`config.mk`:
```
export PLATFORM = sky130hd
export DESIGN_NAME = ft245_fifo_responder
export DESIGN_NICKNAME = d
export VERILOG_FILES = /design/src/rtl/ft245_resp_pkg.sv /design/src/rtl/ft245_resp_fifo.sv /design/src/rtl/ft245_fifo_responder.sv
export SDC_FILE = /design/constraint.sdc
export NUM_CORES = 1
export LEC_CHECK = 0
export CAP_MARGIN = 10
export CORE_ASPECT_RATIO = 0.5
export CORE_UTILIZATION = 45
export CTS_BUF_LIST = sky130_fd_sc_hd__clkbuf_4
export DETAILED_ROUTE_END_ITERATION = 10
export GPL_TIMING_DRIVEN = 0
export SLEW_MARGIN = 20
export SYNTH_ARGS = -nofsm -noshare
export SYNTH_HDL_FRONTEND = slang
export SYNTH_SLANG_ARGS = --single-unit
```
`constraint.sdc`:
```
create_clock -name clk -period 7.3 [get_ports clk]
set_input_delay 1.46 -clock clk [delete_from_list [all_inputs] [get_ports clk]]
set_output_delay 1.46 -clock clk [all_outputs]
set_load 0.1 [all_outputs]
```
`src/rtl/ft245_resp_pkg.sv`:
```
// Shared definitions for the FT245-style device-side responder.
//   state_t          : host-strobe FSM states
//   BYTE_W           : width of every data byte on the bus and the streams
//   DEFAULT_DEPTH    : default entries per RX/TX buffer
//   DEFAULT_RECOVERY : default cycles the flags stay high after a strobe ends
package ft245_resp_pkg;

    localparam int BYTE_W           = 8;
    localparam int DEFAULT_DEPTH    = 16;
    localparam int DEFAULT_RECOVERY = 2;

    typedef enum logic [1:0] {
        IDLE,
        RD_ACTIVE,
        WR_ACTIVE,
        RECOVER
    } state_t;

endpackage

```
`src/rtl/ft245_resp_fifo.sv`:
```
// Synchronous byte FIFO used for both the RX and TX buffers of the responder.
// The head entry is presented combinationally so a pop and its data share a cycle.
// Ports:
//   clk, rst        : clock, asynchronous active-low reset (empties the FIFO)
//   push, push_data : write request and byte (ignored while full)
//   pop             : read request (ignored while empty)
//   head            : byte at the read pointer
//   full, empty     : status
//   count           : number of stored entries, 0..DEPTH
module ft245_resp_fifo
    import ft245_resp_pkg::*;
#(
    parameter int DEPTH = DEFAULT_DEPTH
) (
    input  logic                     clk,
    input  logic                     rst,
    input  logic                     push,
    input  logic [BYTE_W-1:0]        push_data,
    input  logic                     pop,
    output logic [BYTE_W-1:0]        head,
    output logic                     full,
    output logic                     empty,
    output logic [$clog2(DEPTH):0]   count
);

    localparam int AW = $clog2(DEPTH);
    localparam int CW = AW + 1;

    logic [BYTE_W-1:0] mem [DEPTH];
    // One extra pointer bit distinguishes full from empty when the indices match.
    logic [AW:0]       wr_ptr;
    logic [AW:0]       rd_ptr;
    logic              do_push;
    logic              do_pop;

    assign do_push = push & ~full;
    assign do_pop  = pop & ~empty;

    assign count = wr_ptr - rd_ptr;
    assign full  = (count == CW'(DEPTH));
    assign empty = (wr_ptr == rd_ptr);
    assign head  = mem[rd_ptr[AW-1:0]];

    always_ff @(posedge clk or negedge rst) begin
        if (!rst) begin
            wr_ptr <= '0;
            rd_ptr <= '0;
        end else begin
            if (do_push) wr_ptr <= wr_ptr + 1'b1;
            if (do_pop)  rd_ptr <= rd_ptr + 1'b1;
        end
    end

    always_ff @(posedge clk) begin
        if (do_push) mem[wr_ptr[AW-1:0]] <= push_data;
    end

endmodule

```
`src/rtl/ft245_fifo_responder.sv`:
```
// Device-side responder for an FT245-style asynchronous byte FIFO bus.
// Serves host reads from an RX buffer filled by a valid/ready stream and
// captures host writes into a TX buffer drained to a valid/ready stream.
// Optional feature macro: FT245_RESP_SIWU_EN (batch-gated TX stream, see below).
// Ports:
//   clk, rst                        : clock, asynchronous active-low reset
//   iRD_n, iWR_n, iSIWU_n, iDATA    : host strobes / send-immediate / write data
//   oDATA, oDATA_OE                 : read data and its tristate enable
//   oRXF_n, oTXE_n                  : low = readable / writable
//   iRX_DATA, iRX_VALID, oRX_READY  : stream into the RX buffer
//   oTX_DATA, oTX_VALID, iTX_READY  : stream out of the TX buffer
//   oERR                            : sticky protocol-violation flag
module ft245_fifo_responder
    import ft245_resp_pkg::*;
#(
    parameter int DEPTH      = DEFAULT_DEPTH,
    parameter int RECOVERY   = DEFAULT_RECOVERY,
    parameter int PKT_THRESH = 8
) (
    input  logic              clk,
    input  logic              rst,
    input  logic              iRD_n,
    input  logic              iWR_n,
    input  logic              iSIWU_n,
    input  logic [BYTE_W-1:0] iDATA,
    output logic [BYTE_W-1:0] oDATA,
    output logic              oDATA_OE,
    output logic              oRXF_n,
    output logic              oTXE_n,
    input  logic [BYTE_W-1:0] iRX_DATA,
    input  logic              iRX_VALID,
    output logic              oRX_READY,
    output logic [BYTE_W-1:0] oTX_DATA,
    output logic              oTX_VALID,
    input  logic              iTX_READY,
    output logic              oERR
);

    localparam int CW = $clog2(DEPTH) + 1;
    localparam int RW = (RECOVERY > 1) ? $clog2(RECOVERY) : 1;

    logic              rd_r, wr_r;
    logic [BYTE_W-1:0] data_r;
    state_t            state, state_next;
    logic              rx_pop, tx_push, err_set;
    logic              rxf_d, txe_d;
    logic              hold;
    logic              ready_en;
    logic [RW-1:0]     rec_cnt;
    logic [BYTE_W-1:0] rx_head;
    logic              rx_full, rx_empty, tx_full, tx_empty;
    logic [CW-1:0]     rx_count_unused;
    logic [CW-1:0]     tx_count;

    // Host pins are registered once; the FSM only ever sees these copies.
    always_ff @(posedge clk or negedge rst) begin
        if (!rst) begin
            rd_r   <= 1'b1;
            wr_r   <= 1'b1;
            data_r <= '0;
        end else begin
            rd_r   <= iRD_n;
            wr_r   <= iWR_n;
            data_r <= iDATA;
        end
    end

    always_ff @(posedge clk or negedge rst) begin
        if (!rst) state <= IDLE;
        else      state <= state_next;
    end

    // hold blocks a rejected strobe from being retried until the host lets go.
    always_comb begin
        state_next = state;
        rx_pop     = 1'b0;
        tx_push    = 1'b0;
        err_set    = 1'b0;
        case (state)
            IDLE: begin
                if (!hold) begin
                    if (!rd_r) begin
                        if (!wr_r) err_set = 1'b1;
                        if (!rx_empty) begin
                            rx_pop     = 1'b1;
                            state_next = RD_ACTIVE;
                        end else begin
                            err_set = 1'b1;
                        end
                    end else if (!wr_r) begin
                        if (!tx_full) begin
                            tx_push    = 1'b1;
                            state_next = WR_ACTIVE;
                        end else begin
                            err_set = 1'b1;
                        end
                    end
                end
            end
            RD_ACTIVE: if (rd_r) state_next = RECOVER;
            WR_ACTIVE: if (wr_r) state_next = RECOVER;
            RECOVER:   if (rec_cnt == RW'(RECOVERY - 1)) state_next = IDLE;
            default:   state_next = IDLE;
        endcase
    end

    // Flags report buffer status only while idle with nothing starting.
    always_comb begin
        rxf_d = 1'b1;
        txe_d = 1'b1;
        if (state == IDLE && !rx_pop && !tx_push) begin
            rxf_d = rx_empty;
            txe_d = tx_full;
        end
    end

    always_ff @(posedge clk or negedge rst) begin
        if (!rst) begin
            oRXF_n   <= 1'b1;
            oTXE_n   <= 1'b1;
            oDATA    <= '0;
            oDATA_OE <= 1'b0;
            oERR     <= 1'b0;
            hold     <= 1'b0;
            rec_cnt  <= '0;
            ready_en <= 1'b0;
        end else begin
            oRXF_n   <= rxf_d;
            oTXE_n   <= txe_d;
            oDATA_OE <= (state_next == RD_ACTIVE);
            ready_en <= 1'b1;
            if (rx_pop)  oDATA <= rx_head;
            if (err_set) oERR  <= 1'b1;
            if (rd_r && wr_r)  hold <= 1'b0;
            else if (err_set)  hold <= 1'b1;
            rec_cnt <= (state == RECOVER) ? rec_cnt + 1'b1 : '0;
        end
    end

    assign oRX_READY = ready_en & ~rx_full;

    ft245_resp_fifo #(.DEPTH(DEPTH)) u_rx_fifo (
        .clk       (clk),
        .rst       (rst),
        .push      (iRX_VALID & oRX_READY),
        .push_data (iRX_DATA),
        .pop       (rx_pop),
        .head      (rx_head),
        .full      (rx_full),
        .empty     (rx_empty),
        .count     (rx_count_unused)
    );

    ft245_resp_fifo #(.DEPTH(DEPTH)) u_tx_fifo (
        .clk       (clk),
        .rst       (rst),
        .push      (tx_push),
        .push_data (data_r),
        .pop       (oTX_VALID & iTX_READY),
        .head      (oTX_DATA),
        .full      (tx_full),
        .empty     (tx_empty),
        .count     (tx_count)
    );

`ifdef FT245_RESP_SIWU_EN
    logic siwu_r, siwu_prev, batch_open;

    // A batch stays open until the TX buffer has fully drained.
    always_ff @(posedge clk or negedge rst) begin
        if (!rst) begin
            siwu_r     <= 1'b1;
            siwu_prev  <= 1'b1;
            batch_open <= 1'b0;
        end else begin
            siwu_r    <= iSIWU_n;
            siwu_prev <= siwu_r;
            if (tx_empty)
                batch_open <= 1'b0;
            else if (tx_count >= CW'(PKT_THRESH) || (siwu_prev && !siwu_r))
                batch_open <= 1'b1;
        end
    end

    assign oTX_VALID = batch_open & ~tx_empty;
`else
    localparam int pkt_thresh_unused = PKT_THRESH;
    logic siwu_unused;
    assign siwu_unused = ^{iSIWU_n, tx_count};
    assign oTX_VALID   = ~tx_empty;
`endif

endmodule

```
==> summary.md, run 1 <==
| Metric | Value |
|---|---|
| Vias per cell | 5.31 |
| Status | complete, no violations |
| Layout Skew | 0.0471 ns |
| CP Capture Type | output port |
| Synthesized netlist cell count | 685 |
| P_leak | 4.98 nW |
| Yosys top cell area share | 0.631 |
| H-tree levels | 3 |
| DRT Wirelength | 25.2 mm |
| Sw Share | 0.373 |
| Later-pin clock latency in the skew report | 0.70 ns |
| Final min period | 6.23 ns |
| Flop pwr share | 0.370 |
| #FFs+latches synth | 303 |
| CTS tree | done |
| Number of fill cells | 2137 |
| Ratio of cells with drive above 1 in the final layout | 0.251 |
| Syn nets | 726 |
| Largest net degree at the start of global routing | 48 |
| Worst Hold Class | reg -> reg |
| Synth top area cells | edfxtp_1 63%, mux4_2 12%, dfrtp_1 8.8% |
| Critical Path Most Common Cell | nor2b_1 |
| WL per Instance | 20.8 um |
| Seq. cell area | 8870 um^2 |
| CTS clk-pin slew, worst paths | 0.06 ns |
| Clock Sink Count | 303 |
| Clock buffer count from CTS | 71 |
| Ys flop type | edfxtp_1 |
| Starting Density | 0.459 |
| Setup TNS | 0 ns |
| Die Ht | 118 um |
| Post-CTS Resized | 0 |
| Setup violations, final | 0 |
| Mapped Avg Cell Area | 17.8 um^2 |
| CP max stage delay | 1.17 ns |
| Crit Path Class | reg -> out |
| # port buffers | 43 |
| Die W | 235 um |
| Critical path required time | 5.84 ns |
| Worst path slowest cell | clkdlybuf4s50_1 |
| First-pass GRT wire length | 38.4 mm |
| Hold Buf Count CTS | 0 |
| Post-CTS setup buffer count | 0 |
| Worst path cell trace | buf_2 -> buf_1 -> clkinv_1 -> ha_1 -> nor2b_1 -> o211a_1 -> o211ai_1 -> nor3_1 -> nor2b_1 -> clkdlybuf4s50_1 |
| Post-synth EDFFs | 256 |
| Worst-Margin Slew | 0.972 ns |
| Final slew viol count | 0 |
| Worst relative slew slack | 0.350 |
| Clock Power Share | 0.257 |
| Remaining global-route overflow | 0 |
| Startpoint types | register |
| Pwr Density | 403 nW/um^2 |
| DRT iter0 DRCs | 469 |
| Vias in the first global route | 6594 |
| Psw | 2.11 mW |
| Core area | 26500 um^2 |
| Maximum vdd drop | 245 uV |
| DP Wirelength | 15.9 mm |
| Final hold violations | 0 |
| Yosys cell types | 49 |
| Rows | 42 |
| Clock root buffer | clkbuf_4 |
| Antenna viol nets, final | 0 |
| First-pass DRT Iterations | 5 |
| DRC viols | 0 |
| Max Clock Freq | 160 MHz |
| Initial antenna violation count | 1 |
| Synth async-reset ratio | 0.155 |
| Max Cap Violations | 0 |
| # nets final | 842 |
| DIE AREA | 27800 um^2 |
| Critical-path maximum fanout | 10 |
| Cell Area, Synth | 12200 um^2 |
| RSZ-0062 raised after global routing | false |
| Tcrit/Tclk final | 0.854 |
| Area grow syn2layout | 15.4% |
| Total track usage | 0.191 |
| Arr. time, crit path | 4.77 ns |
| Number of synthesis warnings | 0 |
| RD Place Congestion | 0.781 |
| Detailed-route via count | 6434 |
| Post-layout util | 0.530 |
| Clk buf depth | 3 |
| Multi-input logic area | 3160 um^2 |
| Cell taking the most area after synthesis | edfxtp_1 |
| Seq/Total Area, Yosys | 0.728 |
| Ports | 45 |
| Gate power share | 0.373 |
| Int Power | 3.55 mW |
-- cells in the mapped netlist (all sizes together), types with 3 or more instances --
| library cell | n |
|---|---|
| inv | 5 |
| edfxtp | 256 |
| ha | 18 |
| xor2 | 6 |
| clkinv | 5 |
| nand2 | 94 |
| o21a | 3 |
| nor2b | 10 |
| xnor2 | 14 |
| dfrtp | 43 |
| a21oi | 21 |
| nand4 | 6 |
| mux4 | 64 |
| o21ai | 12 |
| a31oi | 9 |
| dfstp | 4 |
| clkbuf | 11 |
| nor2 | 11 |
| and2 | 4 |
| buf | 17 |
| and3 | 36 |
| nor4 | 4 |
| nor3 | 6 |
| nand3 | 5 |
-- stage by stage --
stage / power, mW / setup slack (ns) / instance area (um^2) / std cells / hold slack [ns]
final: 5.66 / 1.07 / 14100 / 1211 / 0.416
after global routing: 5.95 / 0.712 / 14100 / 1211 / 0.443
after CTS: 5.72 / 1.00 / 14100 / 1210 / 0.424
after detailed placement: 4.25 / 1.81 / 13100 / 1080 / 0.415
after global placement: 4.22 / 1.81 / 13100 / 1080 / 0.410
after floorplan: 3.72 / 2.39 / 12200 / 685 / 0.395
-- worst max-delay path, delay by kind of cell, from the launching register on --
family,cells,cell delay (ns)
AOI/OAI and AO/OA,2,0.55
adders and majority gates,1,0.41
DFF,1,0.35
buffers and inverters,4,2.24
and+or+nand+nor,3,0.53
-- kinds of logic (layout without fill, tap and decap cells) --
group                      Yosys count  after routing  synth area share
xor gates and xnor gates            20             20            0.0144
AOI/OAI and AO/OA                   56             56            0.0288
buffers and inverters               38            211            0.0143
DFF                                303            303             0.728
muxes                               65             65             0.119
and+or+nand+nor                    184            184            0.0768
other                                1              2          0.000308
adders and majority gates           18             18            0.0185
-- metal layers --
metal / routed length (um) / part of all wire / track usage / up-vias
met2: 12200 / 0.48 / 0.307 / 150
met4: 637 / 0.025 / 0.0794 / 0
met1: 11300 / 0.45 / 0.252 / 3268
met3: 1000 / 0.040 / 0.0441 / 45
li1: - / - / - / 2971
met5: 0 / 0 / 0 / -
-- power groups by stage --
stage | Sequential, mW | Clock (mW) | Combinational (mW)
4_1_cts | 2.09 | 1.50 | 2.13
2_1_floorplan | 2.28 | 0 | 1.43
3_3_place_gp | 2.12 | 0 | 2.10
6_report | 2.09 | 1.46 | 2.11
5_1_grt | 2.11 | 1.59 | 2.26
3_5_place_dp | 2.13 | 0 | 2.12
-- path summary, 6_finish.rpt --
kind	start	to	slack, ns	depth (start not counted)
max in group asynchronous	rst	u_rx_fifo.wr_ptr[1]	6.01	1
worst min register to register	rec_cnt	rec_cnt	0.42	1
worst max-delay path	u_rx_fifo.rd_ptr[1]	oRX_READY	1.07	10
worst max register to register	u_rx_fifo.rd_ptr[1]	u_rx_fifo.mem[7][0]	3.15	10
min in group asynchronous	rst	data_r[1]	0.78	1
worst min-delay path	rec_cnt	rec_cnt	0.42	1
-- cell type report --
type / count / share of cell area
antenna: 1 / 0.000178
buffer: 28 / 0.00970
clock buffer: 119 / 0.0635
clock inverter: 11 / 0.00676
inverter: 10 / 0.00267
multi-input combinational: 344 / 0.225
sequential: 303 / 0.631
tap: 352 / 0.0313
timing repair buffer: 43 / 0.0304
-- sequential cells by signal (all words and copies together), names as in the netlist --
| signal | count |
|---|---|
| oERR | 1 |
| oDATA | 8 |
| state | 2 |
| rec_cnt | 1 |
| u_tx_fifo.wr_ptr | 5 |
| oDATA_OE | 1 |
| oTXE_n | 1 |
| hold | 1 |
| oRXF_n | 1 |
| wr_r | 1 |
| u_tx_fifo.mem | 128 |
| u_rx_fifo.wr_ptr | 5 |
| u_tx_fifo.rd_ptr | 5 |
| ready_en | 1 |
| rd_r | 1 |
| u_rx_fifo.rd_ptr | 5 |
| data_r | 8 |
| u_rx_fifo.mem | 128 |
-- cells in the final DEF (no fill, tap or decap), types with 11 or more instances in the layout --
cell	count
clkbuf_4	119
mux4_2	64
xnor2_1	14
nand2_1	94
and3_1	36
o21ai_0	11
dfrtp_1	43
ha_1	18
nor2_1	11
clkdlybuf4s50_1	42
a21oi_1	21
clkinv_1	12
clkbuf_1	11
edfxtp_1	256
Power figures use the tool's default switching activity.
==> run 2: changes to the inputs <==
- CORE_ASPECT_RATIO: 0.5 -> default
==> summary.md, run 2 (same netlist as run 1, synthesis figures left out) <==
| Metric | Value |
|---|---|
| Area grow syn2layout | 15.3% (about the same) |
| Failing checks | design-rule violations |
| Worst relative slew slack | 0.335 (-0.0148) |
| Detailed-route via count | 6552 (+1.8%) |
| Hold path depth | 1 (unchanged) |
| Flop pwr share | 0.372 (+0.002) |
| Ports | 45 (unchanged) |
| FF-to-FF setup slack | 3.05 ns (-0.10 ns) |
| Crit Path Class | reg -> out |
| Setup violations, final | 0 (unchanged) |
| WL per Instance | 21.5 um (+3.2%) |
| Hold path start | rec_cnt |
| Later-pin clock latency in the skew report | 0.69 ns (about the same) |
| Setup TNS | 0 ns (unchanged) |
| Most common cell after layout, fill and taps aside | edfxtp_1 |
| Max Cap Violations | 0 (unchanged) |
| Critical Path Most Common Cell | nor2b_1 |
| Initial antenna violation count | 1 (unchanged) |
| # port buffers | 43 (unchanged) |
| Starting Density | 0.464 (+0.00450) |
| Status | finished, violations left |
| Largest net degree at the start of global routing | 48 (unchanged) |
| CP Capture Type | output port |
| Tcrit/Tclk final | 0.853 (-0.00113) |
| Worst-Margin Slew | 0.994 ns (+0.0222 ns) |
| Worst path cell trace | buf_2 -> buf_1 -> clkinv_1 -> ha_1 -> nor2b_1 -> o211a_1 -> o211ai_1 -> nor3_1 -> nor2b_1 -> clkdlybuf4s50_1 |
| Clk buf depth | 3 (unchanged) |
| Final min period | 6.22 ns (-0.00823 ns) |
| Worst path slowest cell | clkdlybuf4s50_1 |
| Startpoint types | register |
| Arr. time, crit path | 4.76 ns (about the same) |
| Int Power | 3.53 mW (-0.72%) |
| Clock root buffer | clkbuf_4 |
| Worst R2R Start | u_rx_fifo.rd_ptr[1] |
| Clock Power Share | 0.253 (-0.004) |
| Antenna viol nets, final | 0 (unchanged) |
| Post-CTS Resized | 0 (unchanged) |
| Clock Sink Count | 303 (unchanged) |
| RR Endpoint | u_rx_fifo.mem[7][1] |
| Final hold violations | 0 (unchanged) |
| FF-to-FF path depth | 10 (unchanged) |
| Clock buffer count from CTS | 79 (+11%) |
| Worst Hold Class | reg -> reg |
| CTS clk-pin slew, worst paths | 0.06 ns (about the same) |
| Die Ht | 167 um (+41%) |
| First-pass GRT wire length | 39.6 mm (+3.2%) |
| Rows | 59 (+40%) |
| H-tree levels | 3 (unchanged) |
| Critical-path maximum fanout | 10 (unchanged) |
| DIE AREA | 27700 um^2 (-0.14%) |
| Psw | 2.10 mW (-0.38%) |
| DRT iter0 DRCs | 390 (-17%) |
| Core area | 26300 um^2 (-0.97%) |
| CTS tree | done |
| Layout Skew | 0.0564 ns (+0.00930 ns) |
| DRC viols | 2 (+2) |
| Most frequent cells in the layout | 256 x edfxtp_1, 119 x clkbuf_4, 94 x nand2_1, 64 x mux4_2, 43 x dfrtp_1 |
| Hold EP | rec_cnt |
| DP Wirelength | 17.0 mm (+7.1%) |
| # nets final | 851 (+1.1%) |
| P_leak | 4.99 nW (+0.22%) |
| DRT Wirelength | 25.8 mm (+2.5%) |
| Gate power share | 0.375 (+0.002) |
| Vias per cell | 5.45 (+2.5%) |
| Maximum vdd drop | 203 uV (-17%) |
| Pwr Density | 400 nW/um^2 (-0.55%) |
| Die W | 167 um (-29%) |
| Critical path required time | 5.84 ns (about the same) |
| Overall power | 5.63 mW (-0.59%) |
| RSZ-0062 raised after global routing | false |
| Post-CTS setup buffer count | 0 (unchanged) |
| Total track usage | 0.195 (+0.00403) |
| Final slew viol count | 0 (unchanged) |
| RD Place Congestion | 0.801 (+2.6%) |
| Hold Buf Count CTS | 0 (unchanged) |
| First-pass DRT Iterations | 8 (+3) |
| Vias in the first global route | 7074 (+7.3%) |
| CP max stage delay | 1.17 ns (about the same) |
| Ratio of cells with drive above 1 in the final layout | 0.250 (-0.000294) |
| Sw Share | 0.374 (+0.000805) |
| Max Clock Freq | 161 MHz (+0.13%) |
| Remaining global-route overflow | 0 (unchanged) |
run 2: changes by cell type in the layout (fill, tap and decap cells not counted):
cell / delta
buf_6: +1
clkinv_2: +1
bufinv_16: -1
inv_2: +1
clkinv_1: +7
run 2: worst max-delay path by stage:
stage / start / slack (ns) / to
final: u_rx_fifo.rd_ptr[1] / 1.08 / oRX_READY
after global routing: u_rx_fifo.rd_ptr[1] / 0.64 / oRX_READY
after detailed placement: u_rx_fifo.rd_ptr[1] / 1.70 / oRX_READY
after CTS: u_rx_fifo.rd_ptr[1] / 0.95 / oRX_READY
after floorplan: u_rx_fifo.rd_ptr[1] / 2.39 / oRX_READY
after global placement: u_rx_fifo.rd_ptr[1] / 1.73 / oRX_READY
run 2: cell type report:
cell class              instances  area, um^2
fillers                      2140       12200
plain buffers                  28         136
multi-input cells             344        3160
clock inverters                19         100
flip-flops and latches        303        8870
well taps                     335         419
inverters                      10        37.5
diodes                          1        2.50
clock buffers                 119         893
repair buffers                 44         439
run 2: power groups by stage:
stage	Clock (mW)	Sequential, mW	Combinational (mW)
6_report	1.43	2.09	2.11
5_1_grt	1.56	2.11	2.26
4_1_cts	1.46	2.09	2.14
3_5_place_dp	0	2.13	2.13
3_3_place_gp	0	2.12	2.08
2_1_floorplan	0	2.28	1.43
run 2: per-layer routing:
metal | up-vias | GRT usage | share of wire | wire length (um)
met3 | 66 | 0.0392 | 0.046 | 1190
li1 | 2991 | - | - | -
met5 | - | 0 | 0 | 0
met1 | 3283 | 0.228 | 0.40 | 10200
met4 | 0 | 0.101 | 0.037 | 948
met2 | 212 | 0.340 | 0.52 | 13500
run 2: critical path, delay by kind of cell (launching register included):
| family | cells | cell delay [ns] |
|---|---|---|
| AND/OR/NAND/NOR | 3 | 0.47 |
| buffers and inverters | 4 | 2.27 |
| adder cells (fa/ha/maj) | 1 | 0.44 |
| flip-flops | 1 | 0.36 |
| AO/OA/AOI/OAI | 2 | 0.56 |
run 2: per-stage QoR:
step           utilization  cells  worst slack (ns)  instance area (um^2)  hold slack [ns]
2_1_floorplan            -    685              2.39                 12200            0.395
3_3_place_gp         0.496   1063              1.73                 13000            0.406
3_5_place_dp         0.497   1064              1.70                 13100            0.421
4_1_cts              0.535   1202             0.946                 14100            0.429
5_1_grt              0.535   1203             0.641                 14100            0.467
6_report             0.535   1203              1.08                 14100            0.438
